## src/rtl/axis_dwc_pkg.sv

```systemverilog
// Shared definitions for the AXI-Stream data-width converters.
package axis_dwc_pkg;

    localparam int unsigned DEF_S_TDATA_WIDTH = 32;
    localparam int unsigned DEF_RATIO         = 2;

    // Upper bounds for the generic keep expansion helper.
    localparam int unsigned LANE_MAX = 64;
    localparam int unsigned KEEP_MAX = 512;

    // Lane index width; a ratio of 2 still needs one bit.
    function automatic int unsigned lane_idx_width(input int unsigned ratio);
        return (ratio <= 2) ? 1 : $clog2(ratio);
    endfunction

    // Expand a per-lane mask into byte enables, bytes_per_lane bits per lane, lane 0 in LSBs.
    function automatic logic [KEEP_MAX-1:0] keep_expand(input logic [LANE_MAX-1:0] mask,
                                                        input int unsigned bytes_per_lane);
        logic [KEEP_MAX-1:0] keep;
        logic [LANE_MAX-1:0] m;
        int unsigned         b;
        keep = '0;
        m    = mask;
        b    = 0;
        // Shift in from the top so the first generated bit ends up at bit 0.
        for (int unsigned k = 0; k < KEEP_MAX; k++) begin
            keep = {m[0], keep[KEEP_MAX-1:1]};
            b    = b + 1;
            if (b == bytes_per_lane) begin
                b = 0;
                m = m >> 1;
            end
        end
        return keep;
    endfunction

endpackage

```

## src/rtl/axis_dwidth_packer.sv

```systemverilog
// AXI-Stream upsizer: packs RATIO narrow beats into one wide beat, flushing on tlast.
module axis_dwidth_packer
    import axis_dwc_pkg::*;
#(
    parameter int unsigned S_TDATA_WIDTH = DEF_S_TDATA_WIDTH,
    parameter int unsigned RATIO         = DEF_RATIO
) (
    input  logic                                   aclk,
    input  logic                                   areset,
    input  logic [S_TDATA_WIDTH-1:0]               s_axis_tdata,
    input  logic                                   s_axis_tvalid,
    input  logic                                   s_axis_tlast,
    output logic                                   s_axis_tready,
    output logic [S_TDATA_WIDTH*RATIO-1:0]         m_axis_tdata,
    output logic [S_TDATA_WIDTH*RATIO/8-1:0]       m_axis_tkeep,
    output logic                                   m_axis_tlast,
    output logic                                   m_axis_tvalid,
    input  logic                                   m_axis_tready,
    output logic [31:0]                            sts_partial_cnt
);

    localparam int unsigned M_TDATA_WIDTH = S_TDATA_WIDTH * RATIO;
    localparam int unsigned KEEP_W        = M_TDATA_WIDTH / 8;
    localparam int unsigned BPL           = S_TDATA_WIDTH / 8;
    localparam int unsigned IDX_W         = lane_idx_width(RATIO);
    localparam logic [IDX_W-1:0] IDX_LAST = IDX_W'(RATIO - 1);

    logic [IDX_W-1:0]         idx_q, idx_d;
    logic [M_TDATA_WIDTH-1:0] acc_q, acc_d, acc_m;
    logic [RATIO-1:0]         mask_q, mask_d, mask_m;

    logic [M_TDATA_WIDTH-1:0] data_q, data_d;
    logic [KEEP_W-1:0]        keep_q, keep_d;
    logic                     last_q, last_d;
    logic                     valid_q, valid_d;
    logic [31:0]              pcnt_q, pcnt_d;

    logic                     s_fire;
    logic                     completing;
    logic [KEEP_MAX-1:0]      keep_full;

    assign s_axis_tready   = !valid_q || m_axis_tready;
    assign m_axis_tdata    = data_q;
    assign m_axis_tkeep    = keep_q;
    assign m_axis_tlast    = last_q;
    assign m_axis_tvalid   = valid_q;
    assign sts_partial_cnt = pcnt_q;

    // Merge the current beat into its lane and compute next accumulator/output state.
    always_comb begin
        s_fire     = s_axis_tvalid && s_axis_tready;
        completing = s_fire && ((idx_q == IDX_LAST) || s_axis_tlast);

        acc_m  = acc_q;
        mask_m = mask_q;
        for (int unsigned i = 0; i < RATIO; i++) begin
            if (idx_q == IDX_W'(i)) begin
                acc_m[i*S_TDATA_WIDTH +: S_TDATA_WIDTH] = s_axis_tdata;
                mask_m[i]                               = 1'b1;
            end
        end
        keep_full = keep_expand(LANE_MAX'(mask_m), BPL);

        idx_d  = idx_q;
        acc_d  = acc_q;
        mask_d = mask_q;
        if (completing) begin
            idx_d  = '0;
            acc_d  = '0;
            mask_d = '0;
        end else if (s_fire) begin
            idx_d  = idx_q + IDX_W'(1);
            acc_d  = acc_m;
            mask_d = mask_m;
        end

        // Consume first, then a completing beat may reload in the same cycle.
        data_d  = data_q;
        keep_d  = keep_q;
        last_d  = last_q;
        valid_d = valid_q && !m_axis_tready;
        pcnt_d  = pcnt_q;
        if (completing) begin
            data_d  = acc_m;
            keep_d  = keep_full[KEEP_W-1:0];
            last_d  = s_axis_tlast;
            valid_d = 1'b1;
            if (idx_q != IDX_LAST) begin
                pcnt_d = pcnt_q + 32'd1;
            end
        end
    end

    // Accumulator: lane index, partial word and filled-lane mask.
    always_ff @(posedge aclk or posedge areset) begin
        if (areset) begin
            idx_q  <= '0;
            acc_q  <= '0;
            mask_q <= '0;
        end else begin
            idx_q  <= idx_d;
            acc_q  <= acc_d;
            mask_q <= mask_d;
        end
    end

    // Output register and partial-word counter.
    always_ff @(posedge aclk or posedge areset) begin
        if (areset) begin
            data_q  <= '0;
            keep_q  <= '0;
            last_q  <= 1'b0;
            valid_q <= 1'b0;
            pcnt_q  <= '0;
        end else begin
            data_q  <= data_d;
            keep_q  <= keep_d;
            last_q  <= last_d;
            valid_q <= valid_d;
            pcnt_q  <= pcnt_d;
        end
    end

endmodule
```

## config.mk

```make
export PLATFORM = sky130hd
export DESIGN_NAME = axis_dwidth_packer
export DESIGN_NICKNAME = d
export VERILOG_FILES = /design/src/rtl/axis_dwc_pkg.sv /design/src/rtl/axis_dwidth_packer.sv
export SDC_FILE = /design/constraint.sdc
export NUM_CORES = 1
export LEC_CHECK = 0
export ABC_AREA = 1
export CAP_MARGIN = 0
export CORE_MARGIN = 2
export CORE_UTILIZATION = 47
export DETAILED_ROUTE_END_ITERATION = 8
export PLACE_DENSITY = 0.76
export SYNTH_ARGS = -nofsm -noshare
export SYNTH_HDL_FRONTEND = slang
export SYNTH_SLANG_ARGS = --single-unit
```

## constraint.sdc

```tcl
create_clock -name aclk -period 5.4 [get_ports aclk]
set_input_delay 0.54 -clock aclk [delete_from_list [all_inputs] [get_ports aclk]]
set_output_delay 0.54 -clock aclk [all_outputs]
set_load 0.005 [all_outputs]
```

==> reports/qor.txt, run 1 <==
Number of vias per cell - 4.82
Cts bufs inserted - 17
Worst hold path depth - 2
Die height - 131 um
Power density over the cells - 383 mW/mm^2
Clk sinks - 167
Core Area - 0.0158 mm^2
Util after Layout - 60.8%
Top achievable clock speed - 382 MHz
WL/cell - 13.6 um
Post-CTS Setup Repair Bufs - 0
Rows - 46
Hold Crit Class - flip-flop to flip-flop
Worst Setup Start Kind - flip-flop
Final wirelength - 17.0 mm
Hold Path Sink - acc_q[56]
Yosys cell types - 28
Synthesized area - 0.00757 mm^2
Clock skew - 0.00790 ns
Clk_lat worst skew - 0.42 ns
#FFs+latches synth - 167
IO Pins - 144
Vias - 6026
Peak VDD IR - 277 uV
Share of the synthesized area in the top cell type - 55.2%
CP required - 5.75 ns
R2r setup slk - 2.79 ns
Antenna diode count - 0
Syn_nets - 939
Sequential share of the synthesized area - 55.2%
Design Area, Final - 0.00963 mm^2
I/O Buffers - 143
Combinational power share - 21.3%
Cell Area, Placed - 0.00901 mm^2
Setup violations, final - 0
Root Buffer Master - clkbuf_16
Worst R2R Start - idx_q
DRT Pass-1 Iters - 4
Static Leakage - 4.63 nW
GPL Wtd Cong - 0.885
Slew @ Worst Pin - 1.05 ns
Clock power frac - 34.6%
Cell taking the most area after synthesis - dfrtp_1
Sequential power share - 44.1%
Final Max Slew Viols - 0
Reg2Reg Depth - 5
Filler cells - 1408
HP Start - acc_q[56]
Synth top area cells - dfrtp_1 (55%), nand2_1 (15%), inv_1 (5.6%), o21ai_0 (4.7%), o21ai_1 (4.3%)
Sw power - 0.000998 W
Most common cell after layout, fill and taps aside - nand2_1
Hold Vio Cnt, Final - 0
Die width - 131 um
Gr usage total - 20.8%
Total Nets Final - 1059
Initial antenna violation count - 0
H-tree depth - 4
Detail Placement HPWL - 11.3 mm
Number of global-route vias before repair - 5517
Mapped Cells - 901
Clock slew at reported path FFs - 0.06 ns
Max Root-Sink Buffers - 2
Global-route wire length before repair - 27.7 mm
Max-Cap Viols - 0
Starting Density - 47.8%
Internal power - 0.00269 W
Layout Area Growth over Synthesis - 27.2%
Hold_buf cts - 0
Avg Synthesized Cell Area - 8.40 um^2
Grt ovf - 0
RSZ-0062 raised after global routing - false
Fin crit period - 2.61 ns
Placed instance count - 1218
Final Power - 0.00369 W
Share of layout cells above drive strength 1 - 6.39%
Sw frac - 27.1%
Crit end category - flip-flop
Status - finished clean
ANT nets after route - 0
Slew HR - 29.8%
Largest net degree at the start of global routing - 119
Fin cells - 1249
Worst r2r dst - sts_partial_cnt[15]
Die Area - 0.0171 mm^2
DR iter-0 viols - 384
Setup TNS - 0 ns
DRC Markers - 0
Critical path type - flip-flop to flip-flop
Most frequent cells in the layout - nand2_1 (309), dfrtp_1 (166), clkdlybuf4s50_1 (143)
Max Fanout on Critical Path - 118
Crit share post-route - 48.4%
CTS tree - done
Yosys warns - 0
CP arrival - 2.96 ns
PostCTS Resize Cnt - 0
==> per-layer routing <==
| layer | global-route usage, % | wire, um |
|---|---|---|
| met5 | 0 | 0 |
| met4 | 7.20 | 275 |
| met3 | 4.52 | 897 |
| met2 | 30.6 | 7600 |
| met1 | 30.5 | 8180 |
==> flip-flops by register name, indices dropped and copies added (netlist names) <==
register,count
mask_q,2
m_axis_tvalid,1
sts_partial_cnt,32
acc_q,64
m_axis_tkeep,2
idx_q,1
m_axis_tlast,1
m_axis_tdata,64
==> power by group through the flow <==
stage | sequential [W] | combinational, W | clock, W
final | 0.00163 | 0.000785 | 0.00127
after global placement | 0.00164 | 0.000773 | 0
after floorplan | 0.00159 | 0.000405 | 0
after global routing | 0.00165 | 0.000886 | 0.00135
after detailed placement | 0.00164 | 0.000793 | 0
after CTS | 0.00163 | 0.000797 | 0.00130
==> kinds of logic after synthesis <==
logic type,count (synthesis),synth area share (%)
DFF,167,55.2
adders and majority gates,1,0.165
and+or+nand+nor,402,22.0
AOI/OAI and AO/OA,155,11.0
buffers and inverters,162,9.95
xor gates and xnor gates,14,1.72
==> worst max path at each step <==
stage                          endpoint  slack (ns)     startpoint
finish              sts_partial_cnt[15]        2.79          idx_q
global route        sts_partial_cnt[15]        2.51          idx_q
CTS                 sts_partial_cnt[15]        2.79          idx_q
detailed placement     m_axis_tdata[27]        2.60  m_axis_tready
global placement       m_axis_tdata[59]        2.66  m_axis_tready
floorplan                      acc_q[0]        0.34         areset
==> layout make-up <==
| class | instances | area (um^2) | area share, % |
|---|---|---|---|
| Sequential cell | 167 | 4180 | 43.4 |
| Clock inverter | 9 | 148 | 1.53 |
| Clock buffer | 22 | 474 | 4.92 |
| Multi-Input combinational cell | 572 | 2640 | 27.4 |
| Timing Repair Buffer | 147 | 1470 | 15.3 |
| Tap cell | 216 | 270 | 2.81 |
| Inverter | 116 | 444 | 4.61 |
==> stage by stage <==
| stage | hold WS, ns | setup WS, ns |
|---|---|---|
| global placement | 0.443 | 2.66 |
| global route | 0.474 | 2.51 |
| finish | 0.458 | 2.79 |
| floorplan | 0.431 | 0.342 |
| detailed placement | 0.446 | 2.60 |
| CTS | 0.462 | 2.79 |
==> critical path: stages, from the launching register on <==
cell,delay [ns]
dfrtp_4,1.10
clkinv_2,0.50
nand4_4,0.45
inv_2,0.17
nand2_1,0.12
xor2_1,0.14
==> synthesized netlist by cell type <==
master,instances
nand3_1,14
dfrtp_1,167
xor2_1,11
xor2_2,1
nor2_4,3
ha_1,1
inv_2,3
nor2_2,10
buf_4,9
nor2_1,46
nand2_2,1
nand3b_1,15
inv_1,112
o22ai_1,4
clkinv_2,1
o22a_1,1
buf_6,13
nand4_4,1
clkbuf_1,14
nand4_1,2
o21ai_2,10
xnor2_1,2
buf_2,10
nand2_4,1
o31ai_1,4
nand2_1,309
o21ai_0,71
o21ai_1,65
Power figures use the tool's default switching activity.
==> inputs of run 2 (changes only) <==
--- a/config.mk
+++ b/config.mk
@@ -8,9 +8,9 @@
 export ABC_AREA = 1
 export CAP_MARGIN = 0
 export CORE_MARGIN = 2
-export CORE_UTILIZATION = 47
+export CORE_UTILIZATION = 52
 export DETAILED_ROUTE_END_ITERATION = 8
-export PLACE_DENSITY = 0.76
+export PLACE_DENSITY = 0.8
 export SYNTH_ARGS = -nofsm -noshare
 export SYNTH_HDL_FRONTEND = slang
 export SYNTH_SLANG_ARGS = --single-unit
==> constraint.sdc (replaced) <==
create_clock -name aclk -period 2.7 [get_ports aclk]
set_input_delay 0.27 -clock aclk [delete_from_list [all_inputs] [get_ports aclk]]
set_output_delay 0.27 -clock aclk [all_outputs]
set_load 0.005 [all_outputs]
==> run 2 against run 1 <==
  * Total power grew 100%
  * Sequential power rose by 96%
  * Wire length grew 0.71%
  * Critical path depth unchanged
  * Non-clock buffer count increased by 12
  * Largest power group unchanged
  * Critical endpoint is now acc_q[20]
  * First-iteration DRC count is 12% higher
  * Clock power up 110%
  * Combinational power grew 110%
  * Setup slack worse by 2.1 ns
  * Via count up 2.7%
  * Cell count decreased by 1.5%
==> reports/qor.txt, run 2 (same netlist as run 1, synthesis figures left out) <==
Grt ovf - 0 (unchanged)
WL/cell - 13.9 um (was 13.6 um)
Slew HR - 41.7% (was 29.8%)
Share of layout cells above drive strength 1 - 7.46% (was 6.39%)
Critical path type - flip-flop to flip-flop (unchanged)
Clk_lat worst skew - 0.42 ns (about the same)
Final wirelength - 17.1 mm (was 17.0 mm)
Root Buffer Master - clkbuf_16 (unchanged)
Max stage delay on crit path - 0.66 ns (was 1.10 ns)
Final Max Slew Viols - 0 (unchanged)
ANT nets after route - 0 (unchanged)
Vias - 6189 (was 6026)
Total Nets Final - 1071 (was 1059)
Util after Layout - 68.1% (was 60.8%)
Number of global-route vias before repair - 5893 (was 5517)
Filler cells - 1135 (was 1408)
Largest net degree at the start of global routing - 81 (was 119)
Clk sinks - 167 (unchanged)
CTS tree - done (unchanged)
DRT Pass-1 Iters - 5 (was 4)
Hold Crit Class - input port to asynchronous set/reset pin (was flip-flop to flip-flop)
Post-CTS Setup Repair Bufs - 0 (unchanged)
Fin crit period - 1.97 ns (was 2.61 ns)
Die Area - 0.0155 mm^2 (was 0.0171 mm^2)
RSZ-0062 raised after global routing - false (unchanged)
PostCTS Resize Cnt - 0 (unchanged)
Hold_buf cts - 0 (unchanged)
Final Power - 0.00752 W (was 0.00369 W)
Setup violations, final - 0 (unchanged)
Fin cells - 1230 (was 1249)
Peak VDD IR - 446 uV (was 277 uV)
Clock skew - 0.00719 ns (was 0.00790 ns)
Die height - 125 um (was 131 um)
Core Area - 0.0144 mm^2 (was 0.0158 mm^2)
Gr usage total - 23.0% (was 20.8%)
Layout Area Growth over Synthesis - 29.4% (was 27.2%)
CP required - 3.03 ns (was 5.75 ns)
DRC Markers - 0 (unchanged)
Clock slew at reported path FFs - 0.06 ns (about the same)
Most common cell after layout, fill and taps aside - nand2_1 (unchanged)
Crit path cell chain - buf_4 > nand2_1 > o21ai_0 > inv_1 > o21ai_0 (was clkinv_2 > nand4_4 > inv_2 > nand2_1 > xor2_1)
Antenna diode count - 0 (unchanged)
Status - finished clean (unchanged)
Most frequent cells in the layout - nand2_1 (309), dfrtp_1 (166), clkdlybuf4s50_1 (143) (unchanged)
CP arrival - 2.30 ns (was 2.96 ns)
I/O Buffers - 143 (unchanged)
H-tree depth - 4 (unchanged)
Placed instance count - 1198 (was 1218)
Hold Vio Cnt, Final - 0 (unchanged)
Crit end category - flip-flop (unchanged)
Die width - 125 um (was 131 um)
Crit share post-route - 73.1% (was 48.4%)
Power density over the cells - 768 mW/mm^2 (was 383 mW/mm^2)
Global-route wire length before repair - 28.8 mm (was 27.7 mm)
Initial antenna violation count - 0 (unchanged)
Slew @ Worst Pin - 0.873 ns (was 1.05 ns)
Bufs and invs on worst path - 2 (unchanged)
GPL Wtd Cong - 0.873 (was 0.885)
Top achievable clock speed - 507 MHz (was 382 MHz)
Max-Cap Viols - 0 (unchanged)
Critical path's top delay family - buffers and inverters (was flip-flops)
Cts bufs inserted - 17 (unchanged)
Setup TNS - 0 ns (unchanged)
IO Pins - 144 (unchanged)
Worst Setup Start Kind - flip-flop (unchanged)
Rows - 44 (was 46)
Number of vias per cell - 5.03 (was 4.82)
Critical-path top delay cell - buf_4 (was dfrtp_4)
Starting Density - 52.7% (was 47.8%)
DR iter-0 viols - 431 (was 384)
Static Leakage - 4.72 nW (was 4.63 nW)
Detail Placement HPWL - 11.5 mm (was 11.3 mm)
Most used cell, CP - o21ai_0
Max Root-Sink Buffers - 2 (unchanged)
Max Fanout on Critical Path - 80 (was 118)
-- run 2: cell types whose count changed in the layout (fill, tap and decap cells not counted), sizes merged --
cell,change
buf,+12
bufinv,+1
clkbuf,-1
clkinv,-1
clkinvlp,+2
-- run 2: metal layers --
metal	GRT usage, %	vias up	wire [um]
met2	36.6	166	8160
met1	30.9	2933	7650
met4	9.12	0	433
met3	4.90	35	827
li1	-	3055	-
met5	0	-	0
-- run 2: path summary, 6_finish.rpt --
check                           startpoint               end  slack (ns)  cells after the start
worst max-delay path                 idx_q         acc_q[20]        0.73                      5
worst min-delay path                areset         acc_q[56]        0.38                      2
worst max register to register       idx_q         acc_q[20]        0.73                      5
worst min register to register   acc_q[49]         acc_q[49]        0.46                      2
max in group asynchronous           areset  m_axis_tdata[55]        1.67                      3
min in group aclk                acc_q[49]         acc_q[49]        0.46                      2
-- run 2: where the power goes --
group / internal (W) / switching, W / total, W
clock: 0.00167 / 0.000990 / 0.00266
combinational: 0.000909 / 0.000765 / 0.00167
sequential: 0.00289 / 0.000295 / 0.00319
-- run 2: metrics by stage --
stage / area, um^2 / worst slack [ns] / hold slack (ns)
floorplan: 7570 / 0.303 / 0.415
global placement: 9150 / 0.704 / 0.443
detailed placement: 9150 / 0.626 / 0.447
CTS: 9790 / 0.726 / 0.396
global route: 9790 / 0.546 / 0.426
finish: 9790 / 0.727 / 0.378
-- run 2: layout make-up --
| cell class | instances | area [um^2] | area share (%) |
|---|---|---|---|
| clock buffer | 21 | 450 | 4.60 |
| clock inverter | 11 | 196 | 2.01 |
| inverter | 116 | 443 | 4.52 |
| multi-input combinational | 572 | 2640 | 26.9 |
| sequential | 167 | 4180 | 42.7 |
| tap | 184 | 230 | 2.35 |
| timing repair buffer | 159 | 1650 | 16.9 |
